**src/rtl/trng_collector_if.sv**
```systemverilog
// Word handshake between the TRNG collector and its consumer.
interface trng_collector_if #(
    parameter int unsigned DATA_WIDTH = 32
) ();
    logic                  oValid;
    logic                  iReady;
    logic [DATA_WIDTH-1:0] oData;

    modport master (output oValid, output oData, input iReady);
    modport slave  (input oValid, input oData, output iReady);
endinterface

```
**src/rtl/trng_collector.sv**
```systemverilog
// Collects raw TRNG bits into words, with optional von Neumann debiasing,
// after a warmup period that lets the entropy oscillator settle.
module trng_collector #(
    parameter int unsigned DATA_WIDTH    = 32,
    parameter int unsigned SAMPLE_DIV    = 16,
    parameter int unsigned WARMUP_CYCLES = 256,
    parameter bit          DEBIAS        = 1'b1
) (
    input  logic             iClk,
    input  logic             iRst,
    input  logic             iEn,
    input  logic             iRandomBit,
    output logic             oEntropyEn,
    trng_collector_if.master bus
);
    localparam int unsigned SW = $clog2(SAMPLE_DIV);
    localparam int unsigned WW = $clog2(WARMUP_CYCLES + 1);
    localparam int unsigned BW = $clog2(DATA_WIDTH);
    localparam logic [SW-1:0] SAMPLE_LAST = SW'(SAMPLE_DIV - 1);
    localparam logic [WW-1:0] WARM_LAST   = WW'(WARMUP_CYCLES - 1);
    localparam logic [BW-1:0] BIT_LAST    = BW'(DATA_WIDTH - 1);

    typedef enum logic [1:0] {IDLE, WARMUP, COLLECT, OUTPUT} state_t;

    state_t                state;
    logic                  syncQ1, syncQ2;
    logic [WW-1:0]         warmCnt;
    logic [SW-1:0]         sampleCnt;
    logic [BW-1:0]         bitCnt;
    logic                  pairPhase;
    logic                  firstBit;
    logic [DATA_WIDTH-1:0] shiftReg;

    logic                  tick;
    logic                  acceptStrobe;
    logic                  acceptBit;
    logic [DATA_WIDTH-1:0] shiftNext;

    // In debias mode a bit is only produced on the second tick of a pair,
    // and only when the pair differs; the first bit of the pair is the result.
    always_comb begin
        tick         = (sampleCnt == SAMPLE_LAST);
        acceptStrobe = 1'b0;
        acceptBit    = 1'b0;
        if (DEBIAS) begin
            acceptStrobe = tick & pairPhase & (firstBit != syncQ2);
            acceptBit    = firstBit;
        end else begin
            acceptStrobe = tick;
            acceptBit    = syncQ2;
        end
        shiftNext = {shiftReg[DATA_WIDTH-2:0], acceptBit};
    end

    always_ff @(posedge iClk) begin
        if (iRst) begin
            syncQ1     <= 1'b0;
            syncQ2     <= 1'b0;
            state      <= IDLE;
            warmCnt    <= '0;
            sampleCnt  <= '0;
            bitCnt     <= '0;
            pairPhase  <= 1'b0;
            firstBit   <= 1'b0;
            shiftReg   <= '0;
            oEntropyEn <= 1'b0;
            bus.oValid <= 1'b0;
            bus.oData  <= '0;
        end else begin
            syncQ1 <= iRandomBit;
            syncQ2 <= syncQ1;
            case (state)
                IDLE: begin
                    oEntropyEn <= 1'b0;
                    bus.oValid <= 1'b0;
                    if (iEn) begin
                        state      <= WARMUP;
                        warmCnt    <= '0;
                        oEntropyEn <= 1'b1;
                    end
                end
                WARMUP: begin
                    if (!iEn) begin
                        state      <= IDLE;
                        oEntropyEn <= 1'b0;
                    end else if (warmCnt == WARM_LAST) begin
                        state     <= COLLECT;
                        sampleCnt <= '0;
                        bitCnt    <= '0;
                        pairPhase <= 1'b0;
                    end else begin
                        warmCnt <= warmCnt + WW'(1);
                    end
                end
                COLLECT: begin
                    if (!iEn) begin
                        state      <= IDLE;
                        oEntropyEn <= 1'b0;
                    end else begin
                        sampleCnt <= tick ? '0 : sampleCnt + SW'(1);
                        if (tick) begin
                            pairPhase <= ~pairPhase;
                            if (!pairPhase) firstBit <= syncQ2;
                        end
                        if (acceptStrobe) begin
                            shiftReg <= shiftNext;
                            if (bitCnt == BIT_LAST) begin
                                bitCnt     <= '0;
                                bus.oData  <= shiftNext;
                                bus.oValid <= 1'b1;
                                state      <= OUTPUT;
                            end else begin
                                bitCnt <= bitCnt + BW'(1);
                            end
                        end
                    end
                end
                OUTPUT: begin
                    if (bus.oValid && bus.iReady) begin
                        bus.oValid <= 1'b0;
                        if (iEn) begin
                            state     <= COLLECT;
                            sampleCnt <= '0;
                            bitCnt    <= '0;
                            pairPhase <= 1'b0;
                        end else begin
                            state      <= IDLE;
                            oEntropyEn <= 1'b0;
                        end
                    end
                end
                default: state <= IDLE;
            endcase
        end
    end
endmodule

```
**src/flat_wrapper.sv**
```systemverilog
// flat-port wrapper written by rule: the top's interface ports become plain ports
module trng_collector_flat 
#(
    parameter int unsigned DATA_WIDTH    = 32,
    parameter int unsigned SAMPLE_DIV    = 16,
    parameter int unsigned WARMUP_CYCLES = 256,
    parameter bit          DEBIAS        = 1'b1
)
  (iClk, iRst, iEn, iRandomBit, oEntropyEn, bus_oValid, bus_oData, bus_iReady);
  trng_collector_if #(.DATA_WIDTH(DATA_WIDTH)) bus_i ();
  input  logic iClk;
  input  logic iRst;
  input  logic iEn;
  input  logic iRandomBit;
  output logic oEntropyEn;
  output wire logic [$bits(bus_i.oValid)-1:0] bus_oValid;
  output wire logic [$bits(bus_i.oData)-1:0] bus_oData;
  input wire logic [$bits(bus_i.iReady)-1:0] bus_iReady;
  assign bus_oValid = bus_i.oValid;
  assign bus_oData = bus_i.oData;
  assign bus_i.iReady = bus_iReady;
  trng_collector #(.DATA_WIDTH(DATA_WIDTH), .SAMPLE_DIV(SAMPLE_DIV), .WARMUP_CYCLES(WARMUP_CYCLES), .DEBIAS(DEBIAS)) u_core (.iClk(iClk), .iRst(iRst), .iEn(iEn), .iRandomBit(iRandomBit), .oEntropyEn(oEntropyEn), .bus(bus_i));
endmodule
```
**config.mk**
```make
export PLATFORM = sky130hd
export DESIGN_NAME = trng_collector_flat
export DESIGN_NICKNAME = d
export VERILOG_FILES = /design/src/rtl/trng_collector_if.sv /design/src/rtl/trng_collector.sv /design/src/flat_wrapper.sv
export SDC_FILE = /design/constraint.sdc
export NUM_CORES = 1
export LEC_CHECK = 0
export ABC_AREA = 1
export CAP_MARGIN = 20
export CORE_MARGIN = 1.5
export CORE_UTILIZATION = 37
export CTS_CLUSTER_DIAMETER = 40
export CTS_CLUSTER_SIZE = 10
export DETAILED_ROUTE_END_ITERATION = 8
export HOLD_SLACK_MARGIN = 0.06
export PLACE_DENSITY = 0.62
export SYNTH_ARGS = -nofsm -noshare
export SYNTH_HDL_FRONTEND = slang
export SYNTH_SLANG_ARGS = --single-unit
```
**constraint.sdc**
```tcl
create_clock -name iClk -period 1.9 [get_ports iClk]
set_clock_uncertainty 0.2 [all_clocks]
set_input_delay 0.38 -clock iClk [delete_from_list [all_inputs] [get_ports iClk]]
set_output_delay 0.38 -clock iClk [all_outputs]
set_load 0.05 [all_outputs]
```
# After elaboration in Yosys (flattened, before gate mapping)
# Cells that the tools add are included.
word_totals:
  register_bits: 89
  input_bits: 5
  output_inout_bits: 34
  wordCells: 97
classes:
  add_sub_neg: 3
  n_eq_ne: 20
  mux: 44
  n_bitwise: 3
  n_reduce_logical: 15
op_table:
  columns: ["cell", "n"]
  rows:
  - ["5-bit 2-to-1 mux", 7]
  - ["9-bit 2-to-1 mux", 3]
  - ["4-bit 2-to-1 mux", 6]
  - ["9-bit one-hot mux with 2 select lines", 1]
  - ["2-bit 2-to-1 mux", 8]
  - ["5-bit one-hot mux with 3 select lines", 1]
  - ["7-bit AND reduction", 2]
  - ["1-bit 2-to-1 mux", 13]
  - ["4-bit one-hot mux with 3 select lines", 1]
  - ["4-bit AND reduction", 3]
  - ["2-bit by 1-bit inequality test with 1-bit output (second input constant)", 5]
  - ["2-bit inequality test (second input constant)", 5]
  - ["5-bit AND reduction", 2]
  - ["9-bit by 1-bit adder with 9-bit output (second input constant)", 1]
  - ["9-bit by 8-bit == test with 1-bit output (second input constant)", 1]
  - ["3-bit by 2-bit inequality test with 1-bit output (second input constant)", 3]
  - ["1-bit one-hot mux with 3 select lines", 3]
  - ["2-bit one-hot mux with 4 select lines", 1]
  - ["6-bit AND reduction", 1]
  - ["3-bit nonzero test", 2]
  - ["5-bit by 1-bit adder with 5-bit output (second input constant)", 1]
  - ["5-bit == test (second input constant)", 1]
  - ["4-bit by 1-bit adder with 4-bit output (second input constant)", 1]
  - ["2-bit == test (second input constant)", 2]
  - ["10 further kinds", 11]

# Logic depth before layout (Yosys ltp)
# Gate-level depths: netlist of run 1.
depth:
  depth_word: 6
  depth_mapped: 14
  depth_no_buf: 14

# Worst setup path after synthesis of run 1
# No wires, ideal clock.
synth_path:
  path_type: "reg2reg"
  from: "register u_core.warmCnt[0]"
  to: "register u_core.bitCnt[3]"
  setup_time_ns: 0.128
  arrival_time_ns: 1.677
  t_required_ns: 1.572
  setup_slack_ns: -0.105
  path_stages_with_launch: 15
  path_buffers: 1
  period_less_slack_ns: 2.005
  cell_sequence: "dfxtp_1 ha_1 nand2_1 nor3_1 nand2_1 nor2_1 ha_1 inv_1 nand2_1 nand3_2 inv_1 buf_4 nand3_1 nand2_1 nor2_1"
synth_via:
  elab_chain_cells: 3
synth_rtl:
  columns: ["item", "line", "source"]
  rows:
  - ["start, declared", "trng_collector.sv:27", "logic [WW-1:0] warmCnt;"]
  - ["start signal, assigned", "trng_collector.sv:92", "warmCnt <= warmCnt + WW'(1);"]
  - ["9-bit by 8-bit == test with 1-bit output", "trng_collector.sv:86", "end else if (warmCnt == WARM_LAST) begin"]
  - ["2-bit by 1-bit inequality test with 1-bit output (no source line)", null, null]
  - ["7-bit AND reduction (no source line)", null, null]
  - ["end signal, assigned", "trng_collector.sv:113", "bitCnt <= bitCnt + BW'(1);"]
  - ["end, declared", "trng_collector.sv:29", "logic [BW-1:0] bitCnt;"]
# No other way between the ends.
# A chain may end at the register's enable or synchronous reset.

# Final worst setup path of run 1
layout_path:
  from: "register u_core.warmCnt[1]"
  to: "register u_core.warmCnt[0]"
layout_via:
  elab_chain_cells: 3
layout_rtl:
  columns: ["item", "line"]
  rows:
  - ["9-bit by 8-bit == test with 1-bit output", "trng_collector.sv:86"]
  - ["2-bit inequality test (no source line)", null]
  - ["4-bit AND reduction (no source line)", null]
# No other way between the ends.

==> flow_metrics.py, run 1 <==
metrics = {
    "status": {
        "status": "finished with violations",
        "failed_checks": "negative setup slack",
    },
    "clock_tree": {
        "cts.sinks": 89,
        "cts_buffers": 9,
        "htreeDepth": 3,
        "holdBufCountCts": 0,
        "clk_latency_ps": 360,
        "clk_path_buf_depth": 2,
        "cts_tree": "done",
        "clk_pin_slew_ps": 90,
        "cts_root_buf": "clkbuf_8",
    },
    "setup_path": {
        "crit_fanout": 6,
        "cp.required_ps": 1970,
        "setup.worst_path.start_class": "register",
        "critPathCaptureType": "register",
        "crit_type": "reg -> reg",
        "critPathArrivalTime_ps": 2040,
    },
    "route": {
        "wl_per_cell_um": 11.8,
        "met2WireLength_mm": 3.84,
        "totalWireLength_mm": 8.03,
        "drcViolationCount": 0,
        "dr.pass1.iters": 5,
        "m1WireLength_mm": 3.82,
        "antenna_left": 0,
        "dr.first_iter.drc_count": 120,
        "dr_wl_met3_um": 255,
        "num_vias": 3235,
        "routed.top_layer": "met4",
        "via_per_inst": 4.74,
    },
    "min_path": {
        "min_path_type": "reg -> reg",
    },
    "logic_synthesis": {
        "synth_warnings": 0,
        "synth_top_cell_area_share_pct": 49.3,
        "synth_nets": 487,
        "synthCells": 477,
        "syn_area_um2": 3620,
        "synth.distinct_cells": 25,
        "avgSynthCellArea_um2": 7.58,
        "seq_area_frac_synth_pct": 49.3,
        "synth_edf_count": 0,
        "synthFlopType": "dfxtp_1",
        "ys_seq_elements": 89,
        "synth_top_cell_by_area": "dfxtp_1",
        "synthArstFlopShare_pct": 0,
        "synthTopCellsByArea": "dfxtp_1, nand2_1, a21oi_1, nor2_1, o21bai_1",
    },
    "pwr": {
        "p_leak_nw": 1.85,
        "peakVddDrop_mv": 0.706,
        "p_per_area_nw_per_um2": 878,
    },
    "placement": {
        "place_area_um2": 4310,
        "dp_hpwl_mm": 5.47,
        "gp_congestion": 0.842,
        "io_buffers": 38,
    },
    "layout": {
        "areaGrowthSynthToFinish_pct": 29.7,
        "multiInputGateArea_um2": 1770,
        "layout_commonest_cell": "nand2_1",
        "drive_gt1_share_pct": 26.2,
        "final_cell_mix": "nand2_1, dfxtp_1, buf_4, nor2_1, a21oi_1",
        "utilization_pct": 50.1,
        "layout.nets": 558,
        "num-fill-cells": 968,
        "postLayoutCellArea_um2": 4690,
        "antenna_cells": 0,
        "seq_area_um2": 1780,
    },
    "die": {
        "ios": 39,
        "die_h_um": 102,
        "fp.coreArea_um2": 9370,
        "start_util_pct": 38.6,
        "fp-row-count": 35,
        "die_width_um": 102,
        "die-area_um2": 10400,
    },
    "grt": {
        "grt_pass1_vias": 3034,
        "antenna_found_initial": 0,
        "grt-ovfl-total": 0,
        "grt_pass1_wl_mm": 13.4,
        "grt_max_degree": 29,
        "track_usage_pct": 16.1,
    },
    "timing": {
        "setup_viol": 13,
        "worstMarginPinSlew_ps": 532,
        "period_minus_slack_ps": 1960,
        "slew_viol_final": 0,
        "setup_slack_ps": -64.3,
        "rsz0062_at_grt": "yes",
        "fmax_mhz": 509,
        "finalHoldViolations": 0,
        "fin_crit_sh_pct": 103,
        "maxSlewHeadroom_pct": 64.6,
    },
    "job": {
        "drv_cap": 0,
    },
}
[cells in the mapped netlist (3+ instances only)]
cell / n
nor2_1: 67
dfxtp_1: 89
ha_1: 5
buf_2: 10
nand2_1: 110
nand3_1: 15
clkbuf_1: 12
inv_1: 28
nor3_1: 3
inv_2: 3
nand4_1: 16
a21oi_1: 64
o21bai_1: 21
o21ai_0: 18
[metrics by stage]
stage               setup TNS [ps]  setup slack (ps)  power (W)  std cells  hold WS, ps
detailed placement           -5980              -186    0.00283        659          200
global route                 -6850              -177    0.00433        682          260
floorplan                    -21.3             -21.3    0.00255        477          188
CTS                           -247             -33.3    0.00405        679          213
finish                        -444             -64.3    0.00412        682          212
global placement             -4280              -116    0.00282        659          200
[path summary, 6_finish.rpt]
| kind | slack, ps | cells past startpoint | startpoint | end |
|---|---|---|---|---|
| setup / recovery | -60 | 11 | u_core.warmCnt[1]$_SDFFE_PP0P_ | u_core.warmCnt[0]$_SDFFE_PP0P_ |
| hold / removal | 210 | 2 | u_core.syncQ1$_SDFF_PP0_ | u_core.syncQ2$_SDFF_PP0_ |
| setup reg to reg | -60 | 11 | u_core.warmCnt[1]$_SDFFE_PP0P_ | u_core.warmCnt[0]$_SDFFE_PP0P_ |
| hold reg to reg | 210 | 2 | u_core.syncQ1$_SDFF_PP0_ | u_core.syncQ2$_SDFF_PP0_ |
[per-layer routing]
metal | GRT usage [%] | vias up
met5 | 0 | -
met4 | 6.01 | 0
met3 | 3.49 | 13
met2 | 27.3 | 53
met1 | 20.2 | 1463
li1 | - | 1706
[worst max-delay path, stage by stage, from the launching register on]
cell      delay [ps]
dfxtp_2          360
ha_4             140
nand2_4           50
nor3_4           130
nand2_1           70
nor2_1           120
ha_2             190
a21oi_1           80
nand2_2          140
inv_4             70
buf_4            140
a211oi_2         180
[report_power, final]
| part | leakage, nW | internal (W) | total (W) | switching [W] |
|---|---|---|---|---|
| clock | 0.0831 | 0.000480 | 0.00115 | 0.000674 |
| sequential | 0.719 | 0.00193 | 0.00199 | 0.0000615 |
| combinational | 1.05 | 0.000381 | 0.000976 | 0.000595 |
[repair_timing]
action                                  CTS  global route
buffers inserted                          4             3
pin swaps                                11            12
cloned                                    0             0
endpoints found under the setup margin   21            81
resized for setup                        12            32
[layout make-up]
cell class	instances	area share (%)
Inverter	31	2.59
Multi-Input combinational cell	332	37.7
Tap cell	129	3.44
Clock buffer	10	2.72
Clock inverter	6	0.907
Timing Repair Buffer	85	14.6
Sequential cell	89	38.0
[cell families (layout without fill, tap and decap cells)]
group                    Yosys count  in the layout  synth area share (%)
XOR/XNOR                           2              2                 0.484
adder cells (fa/ha/maj)            5              5                  1.73
AND/OR/NAND/NOR                  220            220                  25.7
AO/OA/AOI/OAI                    105            105                  16.1
flip-flops                        89             89                  49.3
buffers and inverters             56            132                  6.68
[sequential cells by signal, indices dropped and copies added (netlist names)]
| name | cells |
|---|---|
| u_core.state | 2 |
| u_core.warmCnt | 9 |
| u_core.syncQ2 | 1 |
| u_core.bitCnt | 5 |
| u_core.acceptBit | 1 |
| u_core.bus.oValid | 1 |
| u_core.sampleCnt | 4 |
| u_core.shiftReg | 31 |
| u_core.bus.oData | 32 |
| u_core.syncQ1 | 1 |
| u_core.oEntropyEn | 1 |
| u_core.pairPhase | 1 |
Note: power is estimated with default switching activity, not from simulation.
==> run 2, diff against run 1 <==
- SLEW_MARGIN: unset -> 20
==> results of run 2 <==
The final DEF is identical to that of run 1; final timing and power are the same.
